File: config.mk
export PLATFORM = sky130hd
export DESIGN_NAME = pen_locator_flat
export DESIGN_NICKNAME = d
export VERILOG_FILES = /design/src/rtl/pen_locator_if.sv /design/src/rtl/pen_locator.sv /design/src/flat_wrapper.sv
export SDC_FILE = /design/constraint.sdc
export NUM_CORES = 1
export LEC_CHECK = 0
export CORE_UTILIZATION = 38
export DETAILED_ROUTE_END_ITERATION = 6
export GPL_TIMING_DRIVEN = 0
export PLACE_DENSITY = 0.58
export SLEW_MARGIN = 15
export SYNTH_ARGS = -nofsm -noshare
export SYNTH_HDL_FRONTEND = slang
export SYNTH_SLANG_ARGS = --single-unit
export TNS_END_PERCENT = 50
File: constraint.sdc
create_clock -name clk -period 4.4 [get_ports clk]
set_clock_uncertainty 0.2 [all_clocks]
set_input_delay 0.88 -clock clk [delete_from_list [all_inputs] [get_ports clk]]
set_output_delay 0.88 -clock clk [all_outputs]
set_load 0.01 [all_outputs]
File: src/rtl/pen_locator_if.sv
// rtl/pen_locator_if.sv - located pen position stream (valid/ready)
interface pen_locator_if;
  logic       hit_valid;
  logic       hit_ready;
  logic [2:0] hit_row;
  logic [2:0] hit_col;

  modport master (output hit_valid, output hit_row, output hit_col, input hit_ready);
  modport slave  (input hit_valid, input hit_row, input hit_col, output hit_ready);
endinterface

File: src/rtl/pen_locator.sv
// rtl/pen_locator.sv - light-pen probe scan decoder; optional PEN_FILTER_EN
module pen_locator #(
  parameter int SETTLE_CYC  = 4,
  parameter int THRESH      = 8,
  parameter int CNT_W       = 8,
  parameter int LOST_FRAMES = 3
) (
  input  logic                 clk,
  input  logic                 rst_n,
  input  logic                 probe_active,
  input  logic                 pix_start,
  input  logic [2:0]           pix_row,
  input  logic [2:0]           pix_col,
  input  logic                 frame_end,
  input  logic                 pen_in,
  pen_locator_if.master        hit,
  output logic                 hit_overflow,
  input  logic                 clr_ovf,
  output logic                 pen_lost
);

  localparam int PH_W   = (SETTLE_CYC > 2) ? $clog2(SETTLE_CYC) : 1;
  localparam int MISS_W = $clog2(LOST_FRAMES + 1);
  localparam logic [PH_W-1:0]   PH_LAST = PH_W'((SETTLE_CYC > 0) ? SETTLE_CYC - 1 : 0);
  localparam logic [MISS_W-1:0] MISS_MAX = MISS_W'(LOST_FRAMES);
  localparam logic [CNT_W-1:0]  CNT_MAX = {CNT_W{1'b1}};
  localparam logic [CNT_W-1:0]  THR = CNT_W'(THRESH);

  typedef enum logic [1:0] {IDLE, SETTLE, SAMPLE} state_t;

  state_t            state_q, state_d;
  logic              pen_meta, pen_s;
  logic [PH_W-1:0]   phase;
  logic [CNT_W-1:0]  cnt, best_cnt, nb_cnt;
  logic [2:0]        cur_row, cur_col, best_row, best_col, nb_row, nb_col;
  logic [MISS_W-1:0] miss, miss_d;
  logic              abort, start, resolve, eval, qual, nb_present, report, load_ok;

  // Bring the asynchronous pen detect into the clk domain
  always_ff @(posedge clk or negedge rst_n) begin
    if (!rst_n) begin
      pen_meta <= 1'b0;
      pen_s    <= 1'b0;
    end else begin
      pen_meta <= pen_in;
      pen_s    <= pen_meta;
    end
  end

  // State register
  always_ff @(posedge clk or negedge rst_n) begin
    if (!rst_n) state_q <= IDLE;
    else        state_q <= state_d;
  end

  // Next state and per-cycle control strobes; abort beats frame_end beats pix_start
  always_comb begin
    state_d = state_q;
    abort   = !probe_active;
    resolve = probe_active && frame_end;
    start   = probe_active && pix_start && !frame_end;
    eval    = (state_q != IDLE) && (resolve || start);
    if (abort || resolve)                              state_d = IDLE;
    else if (start)                                    state_d = (SETTLE_CYC == 0) ? SAMPLE : SETTLE;
    else if (state_q == SETTLE && phase == PH_LAST)    state_d = SAMPLE;
  end

  // Candidate best including the pixel being evaluated this cycle
  always_comb begin
    qual       = eval && (cnt >= THR) && (cnt > best_cnt);
    nb_row     = qual ? cur_row : best_row;
    nb_col     = qual ? cur_col : best_col;
    nb_cnt     = qual ? cnt     : best_cnt;
    nb_present = (nb_cnt != '0);
    load_ok    = !hit.hit_valid || hit.hit_ready;
    miss_d     = miss;
    if (resolve) begin
      if (nb_present)            miss_d = '0;
      else if (miss != MISS_MAX) miss_d = miss + 1'b1;
    end
  end

`ifdef PEN_FILTER_EN
  logic       prev_vld;
  logic [2:0] prev_row, prev_col;

  // Previous frame's raw best, used to reject single-frame glitches
  always_ff @(posedge clk or negedge rst_n) begin
    if (!rst_n) begin
      prev_vld <= 1'b0;
      prev_row <= '0;
      prev_col <= '0;
    end else if (resolve) begin
      prev_vld <= nb_present;
      prev_row <= nb_row;
      prev_col <= nb_col;
    end
  end

  // Report only a position confirmed by two consecutive frames
  always_comb begin
    report = nb_present && prev_vld && (prev_row == nb_row) && (prev_col == nb_col);
  end
`else
  // Every frame's best is reported
  always_comb begin
    report = nb_present;
  end
`endif

  // Per-pixel phase/sample counters and latched pixel address
  always_ff @(posedge clk or negedge rst_n) begin
    if (!rst_n) begin
      phase   <= '0;
      cnt     <= '0;
      cur_row <= '0;
      cur_col <= '0;
    end else if (start) begin
      phase   <= '0;
      cnt     <= '0;
      cur_row <= pix_row;
      cur_col <= pix_col;
    end else begin
      if (state_q == SETTLE) phase <= phase + 1'b1;
      if (state_q == SAMPLE && pen_s && cnt != CNT_MAX) cnt <= cnt + 1'b1;
    end
  end

  // Running best of the frame; cleared on abort and at frame end
  always_ff @(posedge clk or negedge rst_n) begin
    if (!rst_n) begin
      best_row <= '0;
      best_col <= '0;
      best_cnt <= '0;
    end else if (abort || resolve) begin
      best_row <= '0;
      best_col <= '0;
      best_cnt <= '0;
    end else if (qual) begin
      best_row <= cur_row;
      best_col <= cur_col;
      best_cnt <= cnt;
    end
  end

  // Output stream, sticky overflow and pen-lost tracking
  always_ff @(posedge clk or negedge rst_n) begin
    if (!rst_n) begin
      hit.hit_valid <= 1'b0;
      hit.hit_row   <= '0;
      hit.hit_col   <= '0;
      hit_overflow  <= 1'b0;
      miss          <= MISS_MAX;
      pen_lost      <= 1'b1;
    end else begin
      if (resolve && report && load_ok) begin
        hit.hit_valid <= 1'b1;
        hit.hit_row   <= nb_row;
        hit.hit_col   <= nb_col;
      end else if (hit.hit_valid && hit.hit_ready) begin
        hit.hit_valid <= 1'b0;
      end
      if (resolve && report && !load_ok) hit_overflow <= 1'b1;
      else if (clr_ovf)                  hit_overflow <= 1'b0;
      miss     <= miss_d;
      pen_lost <= (miss_d == MISS_MAX);
    end
  end

endmodule
File: src/flat_wrapper.sv
// flat-port wrapper written by rule: the top's interface ports become plain ports
module pen_locator_flat 
#(
  parameter int SETTLE_CYC  = 4,
  parameter int THRESH      = 8,
  parameter int CNT_W       = 8,
  parameter int LOST_FRAMES = 3
)
  (clk, rst_n, probe_active, pix_start, pix_row, pix_col, frame_end, pen_in, hit_overflow, clr_ovf, pen_lost, hit_hit_valid, hit_hit_row, hit_hit_col, hit_hit_ready);
  pen_locator_if hit_i ();
  input  logic clk;
  input  logic rst_n;
  input  logic probe_active;
  input  logic pix_start;
  input  logic [2:0] pix_row;
  input  logic [2:0] pix_col;
  input  logic frame_end;
  input  logic pen_in;
  output logic hit_overflow;
  input  logic clr_ovf;
  output logic pen_lost;
  output wire logic [$bits(hit_i.hit_valid)-1:0] hit_hit_valid;
  output wire logic [$bits(hit_i.hit_row)-1:0] hit_hit_row;
  output wire logic [$bits(hit_i.hit_col)-1:0] hit_hit_col;
  input wire logic [$bits(hit_i.hit_ready)-1:0] hit_hit_ready;
  assign hit_hit_valid = hit_i.hit_valid;
  assign hit_hit_row = hit_i.hit_row;
  assign hit_hit_col = hit_i.hit_col;
  assign hit_i.hit_ready = hit_hit_ready;
  pen_locator #(.SETTLE_CYC(SETTLE_CYC), .THRESH(THRESH), .CNT_W(CNT_W), .LOST_FRAMES(LOST_FRAMES)) u_core (.clk(clk), .rst_n(rst_n), .probe_active(probe_active), .pix_start(pix_start), .pix_row(pix_row), .pix_col(pix_col), .frame_end(frame_end), .pen_in(pen_in), .hit(hit_i), .hit_overflow(hit_overflow), .clr_ovf(clr_ovf), .pen_lost(pen_lost));
endmodule
==> results_dict.tcl, run 1 <==
set metrics [dict create \
    yosysSeqAreaShare_pct 50.62 \
    fmax_mhz 337.3 \
    syn_inst 208 \
    diodes 0 \
    die_x_microns 78.64 \
    hp-start "u_core.pen_meta" \
    reg2reg_slack_ns 1.86 \
    cts_setup_buffers 0 \
    clkLatencyLatePin_ns 0.29 \
    dpl.hpwl_mm 3.116 \
    drtIter0Drc 57 \
    gp_congestion 0.7598 \
    core-area_sq_um 5574 \
    gr-total-overflow 0 \
    netlist_area_sq_um 2232 \
    dr.pass1.iters 5 \
    async_flop_share_pct 100.0 \
    cts.sinks 45 \
    worstHoldPathCells 0 \
    fin_util_pct 47.70 \
    reg2reg_depth 9 \
    vias 1585 \
    cts_buffers 5 \
    rsz0062_at_grt "false" \
    syn_to_final_growth_pct 19.11 \
    drt-total-wl_mm 4.342 \
    ys_seq_elements 45 \
    p_leak_nw 1.283 \
    hold_violations 0 \
    cts_buffer_depth 2 \
    drive_gt1_share_pct 12.13 \
    crit_required_ns 4.36 \
    avgViaCountPerCell 5.096 \
    yosysWarnings 0 \
    port-buffer-count 22 \
    io_pins 23 \
    hold_path_end "u_core.pen_s" \
    final_max_slew_viol_count 0 \
    synth.distinct_cells 37 \
    grt_max_degree 29 \
    clk_pin_slew_ns 0.08 \
    fin_cells 311 \
    h-tree-depth 2 \
    die_h_microns 78.64 \
    first_global_vias 1681 \
    grt_pass1_wl_mm 7.824 \
    worstPathArrival_ns 2.93 \
    period_needed_ns 2.964 \
    finalCritPeriodShare_pct 67.37 \
    worst_setup_path_start_kind "input pin" \
    setup_tns_ns 0 \
    cts_root_buf "clkbuf_8" \
    cts_tree "done" \
    num_rows 27 \
    wire_per_inst_microns 13.96 \
    postCtsHoldBufs 0 \
    antenna_found_initial 0 \
    crit_start "frame_end" \
    maxCapViolCount 0 \
    drc_errors 0 \
    reg2reg_to "u_core.hit.hit_col[1]" \
    max-slew-margin-rel_pct 49.31 \
    grt_usage_pct 16.21 \
    synth_edf_count 0 \
    end_kind "flop" \
    die_area_sq_um 6184 \
    ir_drop_mv 0.1455 \
    power_density_nw_per_um2 332.3 \
    start_util_pct 40.04 \
    total_power_uw 883.5 \
    ys.flop_type "dfrtp_1" \
    synth.avg_cell_area_sq_um 10.73 \
    setup_viol 0 \
    mappedNetlistNets 233 \
    r2r-start "u_core.best_cnt[1]" \
    tightest_slew_ns 0.7575 \
    n_fill_cell 534 \
    post_cts_resize_count 0 \
    critPathKind "in2reg" \
    ant_nets 0 \
    final_cell_mix "dfrtp_1, nor2_1, clkdlybuf4s50_1" \
    hp-class "reg2reg" \
    final_common_cell "dfrtp_1" \
    dp.cells 303 \
    num-nets-final 263 \
    critPathMaxFanout 10 \
    status "finished, final reports clean" \
]
==> worst max path at each step <==
stage,depth (start not counted),end,slack [ns]
2_1_floorplan,6,u_core.hit.hit_col[1],2.11
3_3_place_gp,1,u_core.state_q[0],0.94
3_5_place_dp,6,u_core.cnt[2],1.05
4_1_cts,6,u_core.cnt[2],1.36
5_1_grt,6,u_core.cnt[2],1.19
6_report,6,u_core.cnt[2],1.44
==> critical path, stage by stage <==
cell,delay [ns]
clkdlybuf4s50_1,0.51
nand2b_1,0.19
clkbuf_1,0.20
nor2_1,0.62
clkbuf_1,0.42
nor3_1,0.11
==> cells by family after synthesis <==
family | share of synthesized area [%]
XOR/XNOR | 1.962
AO/OA/AOI/OAI | 9.473
AND/OR/NAND/NOR | 16.42
flip-flops | 50.62
multiplexers | 10.20
buffers and inverters | 5.157
adder cells (fa/ha/maj) | 6.166
==> synth_stat cells, types with 3 or more instances <==
master	count	area share, %
a21oi_1	6	1.3
nand3_1	3	0.67
inv_1	13	2.2
mux2_2	6	3.0
dfrtp_1	42	47
nor2_1	33	5.5
or3_2	3	1.0
or3_1	5	1.4
o21ai_0	3	0.67
o211a_1	6	2.7
ha_1	11	6.2
nand4_1	4	1.1
clkbuf_1	4	0.67
a211oi_1	3	1.0
nand2b_1	3	0.84
nor2b_1	3	0.84
nand2_1	14	2.4
xor2_1	3	1.2
dfstp_2	3	3.5
or4_1	3	1.0
mux2i_1	16	7.2
==> per-layer routing <==
metal	share of wire, %	global-route usage [%]	vias up	wire length (microns)
met3	2.2	2.558	7	97
met4	1.7	6.481	0	75
met1	49	22.03	778	2146
met5	0	0	-	0
met2	47	25.65	18	2022
li1	-	-	782	-
==> per-stage QoR <==
stage	hold WS [ns]	area, sq um	worst slack, ns
floorplan	0.1312	2232	2.115
global placement	0.1333	2542	0.9360
detailed placement	0.1448	2557	1.053
CTS	0.1654	2659	1.360
global route	0.1775	2659	1.192
finish	0.1637	2659	1.436
==> layout make-up <==
type / count / area (sq um) / area share [%]
inverters: 13 / 48.80 / 1.835
repair buffers: 23 / 235.2 / 8.847
multi-input cells: 143 / 987.2 / 37.13
well taps: 72 / 90.09 / 3.388
clock inverters: 1 / 5.005 / 0.1882
flip-flops and latches: 45 / 1130 / 42.49
plain buffers: 7 / 66.31 / 2.494
clock buffers: 7 / 96.34 / 3.624
==> sequential cells by signal, indices dropped and copies added, names as in the netlist <==
register and cells:
u_core.hit_overflow 1, u_core.pen_lost 1, u_core.phase 2, u_core.state_q 2, u_core.best_row 3, u_core.best_cnt 8
u_core.cur_col 3, u_core.miss 2, u_core.pen_s 1, u_core.best_col 3, u_core.hit.hit_valid 1, u_core.cur_row 3
u_core.hit.hit_col 3, u_core.pen_meta 1, u_core.hit.hit_row 3, u_core.cnt 8
==> power breakdown <==
part	leakage [nW]	switching [mW]	internal, mW	total (mW)
clock network	0.0542	0.138	0.142	0.281
logic	0.639	0.0487	0.0764	0.125
registers	0.590	0.0244	0.453	0.478
(Power assumes the default switching activity.)
==> run 2, diff against run 1 <==
==> constraint.sdc (replaced) <==
create_clock -name clk -period 2.8 [get_ports clk]
set_clock_uncertainty 0.2 [all_clocks]
set_input_delay 0.56 -clock clk [delete_from_list [all_inputs] [get_ports clk]]
set_output_delay 0.56 -clock clk [all_outputs]
set_load 0.01 [all_outputs]
==> run 2 against run 1 <==
  * The flow now finishes with violations (hold timing)
  * Sequential power up 57%
  * Cell area hardly changed
  * Total power is 57% higher
  * Non-clock buffer count unchanged
  * Die area stayed put
  * Clock power rose by 57%
  * Core utilization is essentially flat
==> results_dict.tcl, run 2 (synthesized netlist as in run 1, its figures left out) <==
set metrics [dict create \
    clk_pin_slew_ns 0.08 \
    pwr-share-seq_pct 54.1 \
    final_common_cell "dfrtp_1" \
    cts_tree "done" \
    crit_required_ns 2.78 \
    n_fill_cell 532 \
    grt_max_degree 29 \
    period_needed_ns 2.539 \
    crit_path_top_delay_cell "o31ai_1" \
    end_kind "flop" \
    post_cts_resize_count 0 \
    dpl.hpwl_mm 3.116 \
    die_h_microns 78.64 \
    setup_viol 0 \
    ant_nets 0 \
    io_pins 23 \
    power_frac_clock_pct 31.8 \
    seqCellArea_sq_um 1130 \
    cts_buffers 5 \
    critPathMaxFanout 10 \
    h-tree-depth 2 \
    fin_cells 311 \
    ir_drop_mv 0.2286 \
    cts_setup_buffers 0 \
    r2r-start "u_core.best_cnt[1]" \
    fin_util_pct 47.74 \
    drtIter0Drc 53 \
    first_global_vias 1681 \
    die_x_microns 78.64 \
    core-area_sq_um 5574 \
    dp.cells 303 \
    gp_congestion 0.7598 \
    setup_tns_ns 0 \
    grt_pass1_wl_mm 7.824 \
    reg2reg_slack_ns 0.26 \
    num_rows 27 \
    violations "hold timing" \
    whs_ns -0.003683 \
    critPathKind "reg2reg" \
    tightest_slew_ns 0.5398 \
    clkLatencyLatePin_ns 0.29 \
    port-buffer-count 22 \
    cellInternalPower_mw 1.056 \
    max-slew-margin-rel_pct 64.01 \
    die_area_sq_um 6184 \
    gr-total-overflow 0 \
    antenna_found_initial 0 \
    grt_usage_pct 16.21 \
    hp-class "in2async" \
    finalCritPeriodShare_pct 90.69 \
    reg_top3 "u_core.best_cnt (8), u_core.cnt (8)" \
    dr.pass1.iters 5 \
    fmax_mhz 393.8 \
    cts_root_buf "clkbuf_8" \
    wire_per_inst_microns 13.96 \
    p_comb_share_pct 14.2 \
    diodes 0 \
    crit_chain "inv_1 > ha_1 > nor2b_1 > o211ai_1 > a211oi_1 > o31ai_1 > buf_6 > a21oi_1 > o211a_1" \
    worstPathArrival_ns 2.52 \
    drc_errors 0 \
    slowest_delay_ns 0.41 \
    worst_setup_path_start_kind "flop" \
    final_max_slew_viol_count 0 \
    reg2reg_to "u_core.hit.hit_col[1]" \
    status "complete, but fails checks" \
    total_power_mw 1.389 \
    syn_to_final_growth_pct 19.23 \
    hold_violations 10 \
    drive_gt1_share_pct 12.55 \
    crit_start "u_core.best_cnt[1]" \
    postCtsHoldBufs 0 \
    cts.sinks 45 \
    drt-total-wl_mm 4.342 \
    start_util_pct 40.04 \
    num-nets-final 263 \
    p_sw_share_pct 23.97 \
    rsz0062_at_grt "false" \
    switchingPower_uw 333.0 \
    cts_buffer_depth 2 \
    p_leak_nw 1.283 \
    reg2reg_depth 9 \
    maxCapViolCount 0 \
    vias 1587 \
    avgViaCountPerCell 5.103 \
    final_cell_mix "dfrtp_1, nor2_1, clkdlybuf4s50_1" \
    power_density_nw_per_um2 521.9 \
    multi_input_area_sq_um 989.7 \
]
-- run 2: cell types whose count changed in the layout (fill, tap and decap cells not counted) --
cell,before,now
nor2_2,1,2
nor2_1,33,32
-- run 2: metal layers --
layer  GRT usage [%]  share of wire (%)  vias up
li1                -                  -      783
met1           22.03                 49      779
met2           25.65                 47       18
met3           2.558                2.2        7
met4           6.481                1.7        0
met5               0                  0        -
-- run 2: layout make-up --
| cell class | count | area share (%) |
|---|---|---|
| buffer | 7 | 2.492 |
| clock buffer | 7 | 3.620 |
| multi-input combinational | 143 | 37.19 |
| sequential | 45 | 42.45 |
| timing repair buffer | 23 | 8.839 |
| clock inverter | 1 | 0.1881 |
| tap | 72 | 3.385 |
| inverter | 13 | 1.834 |
-- run 2: worst max path at each step --
stage	end	slack, ns
2_1_floorplan	u_core.hit.hit_col[1]	0.56
3_3_place_gp	u_core.state_q[0]	-0.34
3_5_place_dp	u_core.cnt[2]	-0.23
4_1_cts	u_core.cnt[2]	0.08
5_1_grt	u_core.best_col[0]	0.09
6_report	u_core.hit.hit_col[1]	0.26
-- run 2: worst max-delay path, delay by kind of cell, from the launching register on --
| kind | cells | cell delay, ns |
|---|---|---|
| compound gates | 5 | 1.10 |
| fa+ha+maj | 1 | 0.30 |
| buf+inv | 2 | 0.29 |
| flops | 1 | 0.40 |
| simple gates | 1 | 0.13 |
-- run 2: power groups by stage --
stage	Sequential (mW)	Clock (mW)	Combinational [mW]
floorplan	0.770	0	0.0734
global placement	0.763	0	0.195
detailed placement	0.765	0	0.201
CTS	0.752	0.458	0.202
global route	0.760	0.484	0.217
finish	0.751	0.441	0.197
-- run 2: through the flow --
step / worst slack, ns / area, sq um
after floorplan: 0.5610 / 2232
final: 0.2606 / 2661
after CTS: 0.08016 / 2659
after global routing: 0.09127 / 2661
after detailed placement: -0.2266 / 2557
after global placement: -0.3440 / 2542
